File: config.mk
export PLATFORM = sky130hd
export DESIGN_NAME = whack_hit_judge
export DESIGN_NICKNAME = d
export VERILOG_FILES = /design/src/rtl/whack_hit_judge.sv
export SDC_FILE = /design/constraint.sdc
export NUM_CORES = 1
export LEC_CHECK = 0
export CORE_MARGIN = 2
export CORE_UTILIZATION = 47
export CTS_CLUSTER_SIZE = 16
export DETAILED_ROUTE_END_ITERATION = 16
export HOLD_SLACK_MARGIN = 0.1
export MAX_ROUTING_LAYER = met4
export PLACE_DENSITY = 0.71
export SETUP_SLACK_MARGIN = 0.1
export SLEW_MARGIN = 20
export SYNTH_ARGS = -nofsm -noshare
export SYNTH_HDL_FRONTEND = slang
export SYNTH_SLANG_ARGS = --single-unit
File: constraint.sdc
create_clock -name clock -period 4.55 [get_ports clock]
set_clock_uncertainty 0.2 [all_clocks]
set_input_delay 0.91 -clock clock [delete_from_list [all_inputs] [get_ports clock]]
set_output_delay 0.91 -clock clock [all_outputs]
set_load 0.1 [all_outputs]
File: src/rtl/whack_hit_judge.sv
//------------------------------------------------------------------------------
// Module   : whack_hit_judge
// Purpose  : Turns raw mole buttons into judged hit/miss pulses, one score per lit mole.
// Revision : 1.0 - initial release
//------------------------------------------------------------------------------
`default_nettype none

module whack_hit_judge #(
  parameter int NUM_HOLES       = 4,
  parameter int DEBOUNCE_CYCLES = 1000000,
  parameter int DB_W            = 20
) (
  input  logic                 clock,
  input  logic                 reset,
  input  logic [NUM_HOLES-1:0] btn_raw,
  input  logic [NUM_HOLES-1:0] mole_sel,
  output logic                 hit,
  output logic                 miss,
  output logic [NUM_HOLES-1:0] btn_clean,
  output logic                 lockout
);

  localparam logic [DB_W-1:0] c_db_last = DB_W'(DEBOUNCE_CYCLES - 1);

  typedef enum logic [1:0] {
    IDLE   = 2'd0,
    ARMED  = 2'd1,
    LOCKED = 2'd2
  } state_t;

  logic [NUM_HOLES-1:0] r_sync1;
  logic [NUM_HOLES-1:0] r_sync2;
  logic [NUM_HOLES-1:0] r_clean_d;
  logic [NUM_HOLES-1:0] r_mole_q;
  logic [NUM_HOLES-1:0] w_clean;
  logic [NUM_HOLES-1:0] w_press;
  logic                 w_mole_chg;
  logic                 w_any_press;
  logic                 w_correct;
  logic                 w_mole_lit;
  state_t               r_state;
  state_t               w_state_nxt;
  logic                 w_hit_nxt;
  logic                 w_miss_nxt;
  logic                 r_hit;
  logic                 r_miss;
  logic                 r_lockout;

  always_ff @(posedge clock or posedge reset) begin
    if (reset) begin
      r_sync1 <= '0;
      r_sync2 <= '0;
    end else begin
      r_sync1 <= btn_raw;
      r_sync2 <= r_sync1;
    end
  end

  // Any disagreement that does not persist for the full window restarts the count.
  for (genvar gi = 0; gi < NUM_HOLES; gi++) begin : g_debounce
    logic [DB_W-1:0] r_cnt;
    logic            r_clean;

    always_ff @(posedge clock or posedge reset) begin
      if (reset) begin
        r_cnt   <= '0;
        r_clean <= 1'b0;
      end else if (r_sync2[gi] != r_clean) begin
        if (r_cnt == c_db_last) begin
          r_cnt   <= '0;
          r_clean <= ~r_clean;
        end else begin
          r_cnt <= r_cnt + 1'b1;
        end
      end else begin
        r_cnt <= '0;
      end
    end

    assign w_clean[gi] = r_clean;
  end

  always_ff @(posedge clock or posedge reset) begin
    if (reset) begin
      r_clean_d <= '0;
      r_mole_q  <= '0;
    end else begin
      r_clean_d <= w_clean;
      r_mole_q  <= mole_sel;
    end
  end

  assign w_press     = w_clean & ~r_clean_d;
  assign w_any_press = |w_press;
  assign w_correct   = |(w_press & mole_sel);
  assign w_mole_lit  = |mole_sel;
  assign w_mole_chg  = (mole_sel != r_mole_q);

  always_ff @(posedge clock or posedge reset) begin
    if (reset) begin
      r_state   <= IDLE;
      r_hit     <= 1'b0;
      r_miss    <= 1'b0;
      r_lockout <= 1'b0;
    end else begin
      r_state   <= w_state_nxt;
      r_hit     <= w_hit_nxt;
      r_miss    <= w_miss_nxt;
      r_lockout <= (w_state_nxt == LOCKED);
    end
  end

  // A correct press always wins, so simultaneous wrong presses never raise miss.
  always_comb begin
    w_state_nxt = r_state;
    w_hit_nxt   = 1'b0;
    w_miss_nxt  = 1'b0;
    case (r_state)
      IDLE: begin
        if (w_correct) begin
          w_hit_nxt   = 1'b1;
          w_state_nxt = LOCKED;
        end else begin
          w_miss_nxt  = w_any_press;
          w_state_nxt = w_mole_lit ? ARMED : IDLE;
        end
      end
      ARMED: begin
        if (w_correct) begin
          w_hit_nxt   = 1'b1;
          w_state_nxt = LOCKED;
        end else begin
          w_miss_nxt = w_any_press;
          if (w_mole_chg) begin
            w_state_nxt = w_mole_lit ? ARMED : IDLE;
          end
        end
      end
      LOCKED: begin
        if (w_mole_chg) begin
          if (w_correct) begin
            w_hit_nxt   = 1'b1;
            w_state_nxt = LOCKED;
          end else begin
            w_state_nxt = w_mole_lit ? ARMED : IDLE;
          end
        end
      end
      default: begin
        w_state_nxt = IDLE;
      end
    endcase
  end

  assign hit       = r_hit;
  assign miss      = r_miss;
  assign lockout   = r_lockout;
  assign btn_clean = w_clean;

endmodule

`default_nettype wire

Word-level counts from Yosys, hierarchy flattened
Cells that the tools add are included.

storage, ports and cells
  flip-flop bits (word level) = 105
  bits of input ports = 10

cells by class
  add/subtract/negate cells = 4
  equality and inequality tests = 12
  multiplexer cells = 19
  bitwise gates (word level) = 7
  reduce and logical (&&, ||, !) cells = 9

operators with widths
  kind                   count
  $mux 20                8
  $add 20x1->20 const B  4
  $eq 20x20->1 const B   4
  $reduce_or 4->1        3
  $and 4x4->4            2
  $mux 2                 4
  $reduce_and 2->1       4
  $pmux 2 s3             1
  $mux 1                 5
  $eq 2x2->1 const B     2
  $ne 1x1->1             4
  $ne 4x4->1             1
  $not 1->1              4
  $not 4->4              1
  $eq 2x1->1 const B     1
  $logic_not 2->1        1
  $pmux 1 s2             1
  $reduce_or 2->1        1

Logic depth before layout (Yosys ltp)
  depth after elaboration = 8
  gate-level depth with buffers = 6

Worst setup path before layout
No wires, ideal clock.

  path kind = flip-flop to flip-flop
  start = reg g_debounce[2].r_cnt[11]
  end = reg g_debounce[2].r_clean
  slack = 2.328 ns
  data arrival time = 1.897 ns
  cell stages (with the launch flop) = 5
  period minus slack after synthesis = 2.222 ns
  cell sequence = dfrtp_1 > or4_1 > or4_4 > nor2_1 > mux2_2

on the way
  cells in the longest elaborated chain, start to end = 2

ends and longest elaborated chain
  what                        line  text
  start, declared             61    logic [DB_W-1:0] r_cnt;
  start signal, assigned      73    r_cnt <= r_cnt + 1'b1;
  $eq 20x20->1                69    if (r_cnt == c_db_last) begin
  $reduce_and 2->1 (no line)  --
  end signal, assigned        71    r_clean <= ~r_clean;
  end, declared               62    logic r_clean;

No other way between the ends.
A chain may end at the register's enable or synchronous reset.

Final worst setup path
  start = reg g_debounce[1].r_clean
  end = out btn_clean[1]

RTL lines
  what                    line  text
  start, declared         62
  start signal, assigned  71
  end, declared           19    output logic [NUM_HOLES-1:0] btn_clean,

No word-level cell between the ends.

==> impl_metrics.prom <==
# TYPE chip_impl_metric gauge
chip_impl_info{name="run_status",value="finished clean"} 1
chip_impl_metric{name="vias",unit=""} 3529
chip_impl_info{name="criticalPathCategory",value="register to primary output"} 1
chip_impl_info{name="startpoint_class_of_the_critical_path",value="register"} 1
chip_impl_metric{name="post_detailed_placement_half_perimeter_wirelength",unit="um"} 6300
chip_impl_info{name="hold_class",value="register to register"} 1
chip_impl_metric{name="register_cell_area_after_layout",unit="mm^2"} 0.00263
chip_impl_metric{name="multiInputGateArea",unit="mm^2"} 0.00219
chip_impl_metric{name="cts_num_sinks",unit=""} 105
chip_impl_metric{name="worst_path_largest_cell_delay",unit="ps"} 1190
chip_impl_metric{name="report.final.setup_viol",unit=""} 0
chip_impl_metric{name="powerDensity",unit="mW/mm^2"} 295
chip_impl_metric{name="areaGrowthSynthToFinish",unit="%"} 9.78
chip_impl_info{name="cts-root-buf",value="clkbuf_8"} 1
chip_impl_metric{name="diodes",unit=""} 0
chip_impl_metric{name="cp_data_required_time",unit="ps"} 3440
chip_impl_metric{name="cts-buffers-inserted",unit=""} 9
chip_impl_metric{name="share_clk_of_total_power",unit="%"} 36.5
chip_impl_info{name="timing.critical_path.cells",value="clkdlybuf4s50_1"} 1
chip_impl_metric{name="core_area",unit="mm^2"} 0.0103
chip_impl_info{name="critPathSlowestCell",value="clkdlybuf4s50_1"} 1
chip_impl_metric{name="grt_max_degree",unit=""} 76
chip_impl_info{name="critical_path.top_delay_family",value="buffers and inverters"} 1
chip_impl_metric{name="finalMaxSlewViolations",unit=""} 0
chip_impl_metric{name="global_placer_s_final_weighted_congestion",unit=""} 0.798
chip_impl_metric{name="worst-slew-pin-transition",unit="ps"} 997
chip_impl_metric{name="min_period_over_period",unit="%"} 68.7
chip_impl_metric{name="timing.critical_path.fanout_max",unit=""} 6
chip_impl_metric{name="cellLeakagePower",unit="nW"} 2.16
chip_impl_metric{name="synth-compound-area-share",unit="%"} 5.71
chip_impl_metric{name="detail_route.wirelength",unit="um"} 9130
chip_impl_metric{name="synth_nets",unit=""} 501
chip_impl_metric{name="seq_area_frac_synth",unit="%"} 52.8
chip_impl_metric{name="fin_setup_tns",unit="ps"} 0
chip_impl_metric{name="first_global_vias",unit=""} 3578
chip_impl_info{name="setup.worst_path.end_class",value="primary output"} 1
chip_impl_metric{name="postSynthAreaPerCell",unit="um^2"} 10.2
chip_impl_metric{name="first_pass_grt_wire_length",unit="um"} 16400
chip_impl_metric{name="grt_remaining_overflow",unit=""} 0
chip_impl_metric{name="synth-simple-area-share",unit="%"} 25.5
chip_impl_metric{name="post_synth_fa_ha_maj_area_fraction",unit="%"} 1.01
chip_impl_info{name="tritoncts",value="yes"} 1
chip_impl_metric{name="floorplan.rows",unit=""} 37
chip_impl_metric{name="final.fill_count",unit=""} 909
chip_impl_metric{name="clock_tree.htree_level_count",unit=""} 3
chip_impl_metric{name="switchingPower",unit="W"} 0.000362
chip_impl_metric{name="start_util",unit="%"} 48.2
chip_impl_metric{name="cell_internal_power_dissipation",unit="W"} 0.00125
chip_impl_metric{name="vdd_ir_max",unit="mV"} 0.156
chip_impl_metric{name="cts_post_setup_buffers_inserted",unit=""} 0
chip_impl_metric{name="maxcap_viol_count",unit=""} 0
chip_impl_info{name="synth_top_cell_by_area",value="dfrtp_1"} 1
chip_impl_metric{name="synth-warning-count",unit=""} 0
chip_impl_metric{name="wire_per_inst",unit="um"} 14.2
chip_impl_metric{name="switching_fraction_of_total_power",unit="%"} 22.5
chip_impl_info{name="rsz0062_at_grt",value="no"} 1
chip_impl_metric{name="dieWidth",unit="um"} 107
chip_impl_metric{name="grt_util_all_layers",unit="%"} 18.5
chip_impl_metric{name="timing.critical_path.arrival",unit="ps"} 2010
chip_impl_metric{name="timing.final.hold_violations",unit=""} 0
chip_impl_metric{name="synthCells",unit=""} 487
chip_impl_metric{name="final.min_clock_period",unit="ps"} 3120
chip_impl_metric{name="yosys.area.top_type_share",unit="%"} 52.8
chip_impl_metric{name="library_cells_used_by_synthesis",unit=""} 43
chip_impl_metric{name="clock_pin_slew_on_the_worst_setup_and_hold_paths",unit="ps"} 90
chip_impl_metric{name="post_cts.resized_instances",unit=""} 0
chip_impl_metric{name="ant_nets",unit=""} 0
chip_impl_metric{name="holdBufCountCts",unit=""} 0
chip_impl_metric{name="detailedRoute.firstPassIterationCount",unit=""} 4
chip_impl_metric{name="antenna_found_initial",unit=""} 0
chip_impl_metric{name="combinational_share_of_power",unit="%"} 4.0
chip_impl_metric{name="worst_slew_margin_rel",unit="%"} 33.3
chip_impl_metric{name="design.portCount",unit=""} 17
chip_impl_metric{name="synth_xor_xnor_area_share",unit="%"} 10.7
chip_impl_metric{name="drc",unit=""} 0
chip_impl_metric{name="insertion_delay",unit="ps"} 370
chip_impl_metric{name="dr_vias_cell",unit=""} 5.49
chip_impl_metric{name="final_cells",unit=""} 643
chip_impl_metric{name="post-place-cells",unit=""} 628
chip_impl_metric{name="drtIter0Drc",unit=""} 98
chip_impl_metric{name="synth-seq-cells",unit=""} 105
chip_impl_metric{name="final_layout_size_suffix_gt1_share",unit="%"} 7.69
chip_impl_metric{name="die_y",unit="um"} 107
chip_impl_metric{name="netlist_area",unit="mm^2"} 0.00498
chip_impl_metric{name="cts.path.max_buffers",unit=""} 2
chip_impl_metric{name="number_of_port_buffers",unit=""} 16
chip_impl_metric{name="power.share.sequential",unit="%"} 59.5
chip_impl_metric{name="maxClockFrequency",unit="GHz"} 0.320
chip_impl_metric{name="worst-r2r-setup-slack",unit="ps"} 1900
chip_impl_metric{name="synth_mux_area_share",unit="%"} 0.905
chip_impl_metric{name="crit_buf_inv",unit=""} 1
chip_impl_metric{name="die-area",unit="mm^2"} 0.0114
chip_impl_info{name="largest_family_of_logic_cells_by_synthesized_area",value="simple AND/OR/NAND/NOR gates"} 1
chip_impl_info{name="synth_area_leaders",value="dfrtp_1 (53%), xnor2_1 (6.7%), nor2_1 (5.1%)"} 1
chip_impl_metric{name="final_nets",unit=""} 517
-- cells in the mapped netlist --
| cell | instances |
|---|---|
| dfrtp_1 | 105 |
| nor2_1 | 68 |
| xnor2_1 | 38 |
| nand2_1 | 26 |
| a21oi_1 | 23 |
| xor2_1 | 23 |
| nand3_1 | 20 |
| nand4_1 | 20 |
| inv_1 | 19 |
| nor4_1 | 17 |
| nor3_1 | 15 |
| or4_1 | 11 |
| o21ai_0 | 10 |
| clkbuf_1 | 8 |
| o31ai_1 | 8 |
| or3_1 | 8 |
| and4_1 | 7 |
| nand3b_1 | 6 |
| buf_4 | 4 |
| ha_1 | 4 |
| mux2_2 | 4 |
| nand4_2 | 4 |
| nor4b_1 | 4 |
| o41ai_1 | 4 |
| and3_1 | 3 |
| nand4b_1 | 3 |
| or2_2 | 3 |
| or3b_2 | 3 |
| and2_1 | 2 |
| buf_2 | 2 |
| buf_6 | 2 |
| nand2b_1 | 2 |
| a311oi_1 | 1 |
| a31oi_1 | 1 |
| nand4bb_1 | 1 |
| nor2b_1 | 1 |
| nor3b_1 | 1 |
| nor4bb_1 | 1 |
| o21ai_2 | 1 |
| or2_1 | 1 |
| or4_4 | 1 |
| or4b_1 | 1 |
| or4b_2 | 1 |
-- layer usage --
metal  global-route usage, %  share of wire, %  up-vias
met4                    6.86               1.6        0
met2                    27.4                46       41
li1                        -                 -     1757
met3                    5.23               3.5       10
met5                       -                 0        -
met1                    24.3                49     1721
-- flip-flops by register name, summed over array words and instances, names as in the netlist --
register	flops
g_debounce.r_clean	4
g_debounce.r_cnt	80
hit	1
lockout	1
miss	1
r_clean_d	4
r_mole_q	4
r_state	2
r_sync1	4
r_sync2	4
-- cells in the final DEF, fill, tap and decap left out, types with 3 or more instances in the layout --
master | synthesis | layout
clkinvlp_4 | 0 | 3
mux2_2 | 4 | 4
nor2_1 | 68 | 68
o41ai_1 | 4 | 4
nand4b_1 | 3 | 3
xor2_1 | 23 | 23
nor4_1 | 17 | 17
ha_1 | 4 | 4
clkbuf_8 | 0 | 11
o21ai_0 | 10 | 8
or3_1 | 8 | 8
and3_1 | 3 | 3
nand4_2 | 4 | 4
or2_2 | 3 | 3
clkdlybuf4s50_1 | 0 | 16
nand4_1 | 20 | 20
a21oi_1 | 23 | 23
and4_1 | 7 | 7
or4_1 | 11 | 11
inv_1 | 19 | 18
nor3_1 | 15 | 15
nor4b_1 | 4 | 4
nand2_1 | 26 | 26
buf_4 | 4 | 5
xnor2_1 | 38 | 38
dfrtp_1 | 105 | 105
o31ai_1 | 8 | 7
nand3b_1 | 6 | 6
or3b_2 | 3 | 3
nand3_1 | 20 | 20
-- final cells by class --
type / instances / share of cell area (%)
clock inverter: 4 / 0.962
clock buffer: 11 / 2.77
sequential: 105 / 48.1
tap: 136 / 3.11
multi-input combinational: 347 / 40.1
inverter: 19 / 1.35
timing repair buffer: 21 / 3.62
-- logic make-up after synthesis --
family                     count (synthesis)
buffers and inverters                     35
adders and majority gates                  4
DFF                                      105
muxes                                      4
and+or+nand+nor                          230
AOI/OAI and AO/OA                         48
xor gates and xnor gates                  61
-- stage by stage --
stage	total power [W]	setup slack, ps	instance area (um^2)	hold WS, ps	utilization, %
floorplan	0.00102	679	4980	131	-
global placement	0.00104	1840	5260	133	50.9
detailed placement	0.00104	1720	5260	135	50.9
CTS	0.00163	1400	5460	158	52.9
global route	0.00169	1320	5460	165	52.9
finish	0.00161	1430	5460	155	52.9
-- power groups by stage --
stage | logic [W] | clock network [W] | registers [W]
2_1_floorplan | 0.0000446 | 0 | 0.000975
3_3_place_gp | 0.0000647 | 0 | 0.000976
3_5_place_dp | 0.0000670 | 0 | 0.000977
4_1_cts | 0.0000674 | 0.000608 | 0.000958
5_1_grt | 0.0000770 | 0.000656 | 0.000961
6_report | 0.0000652 | 0.000588 | 0.000958
-- final timing paths --
path | startpoint | endpoint | cells after the start
min in group asynchronous | reset | g_debounce[2].r_cnt[4] | 2
min reg2reg | r_sync1[3] | r_sync2[3] | 0
max | g_debounce[1].r_clean | btn_clean[1] | 1
min | r_sync1[3] | r_sync2[3] | 0
max in group asynchronous | reset | r_sync1[0] | 3
max reg2reg | g_debounce[2].r_cnt[11] | g_debounce[2].r_cnt[17] | 4
No activity file was read; power rests on OpenSTA's default activity.
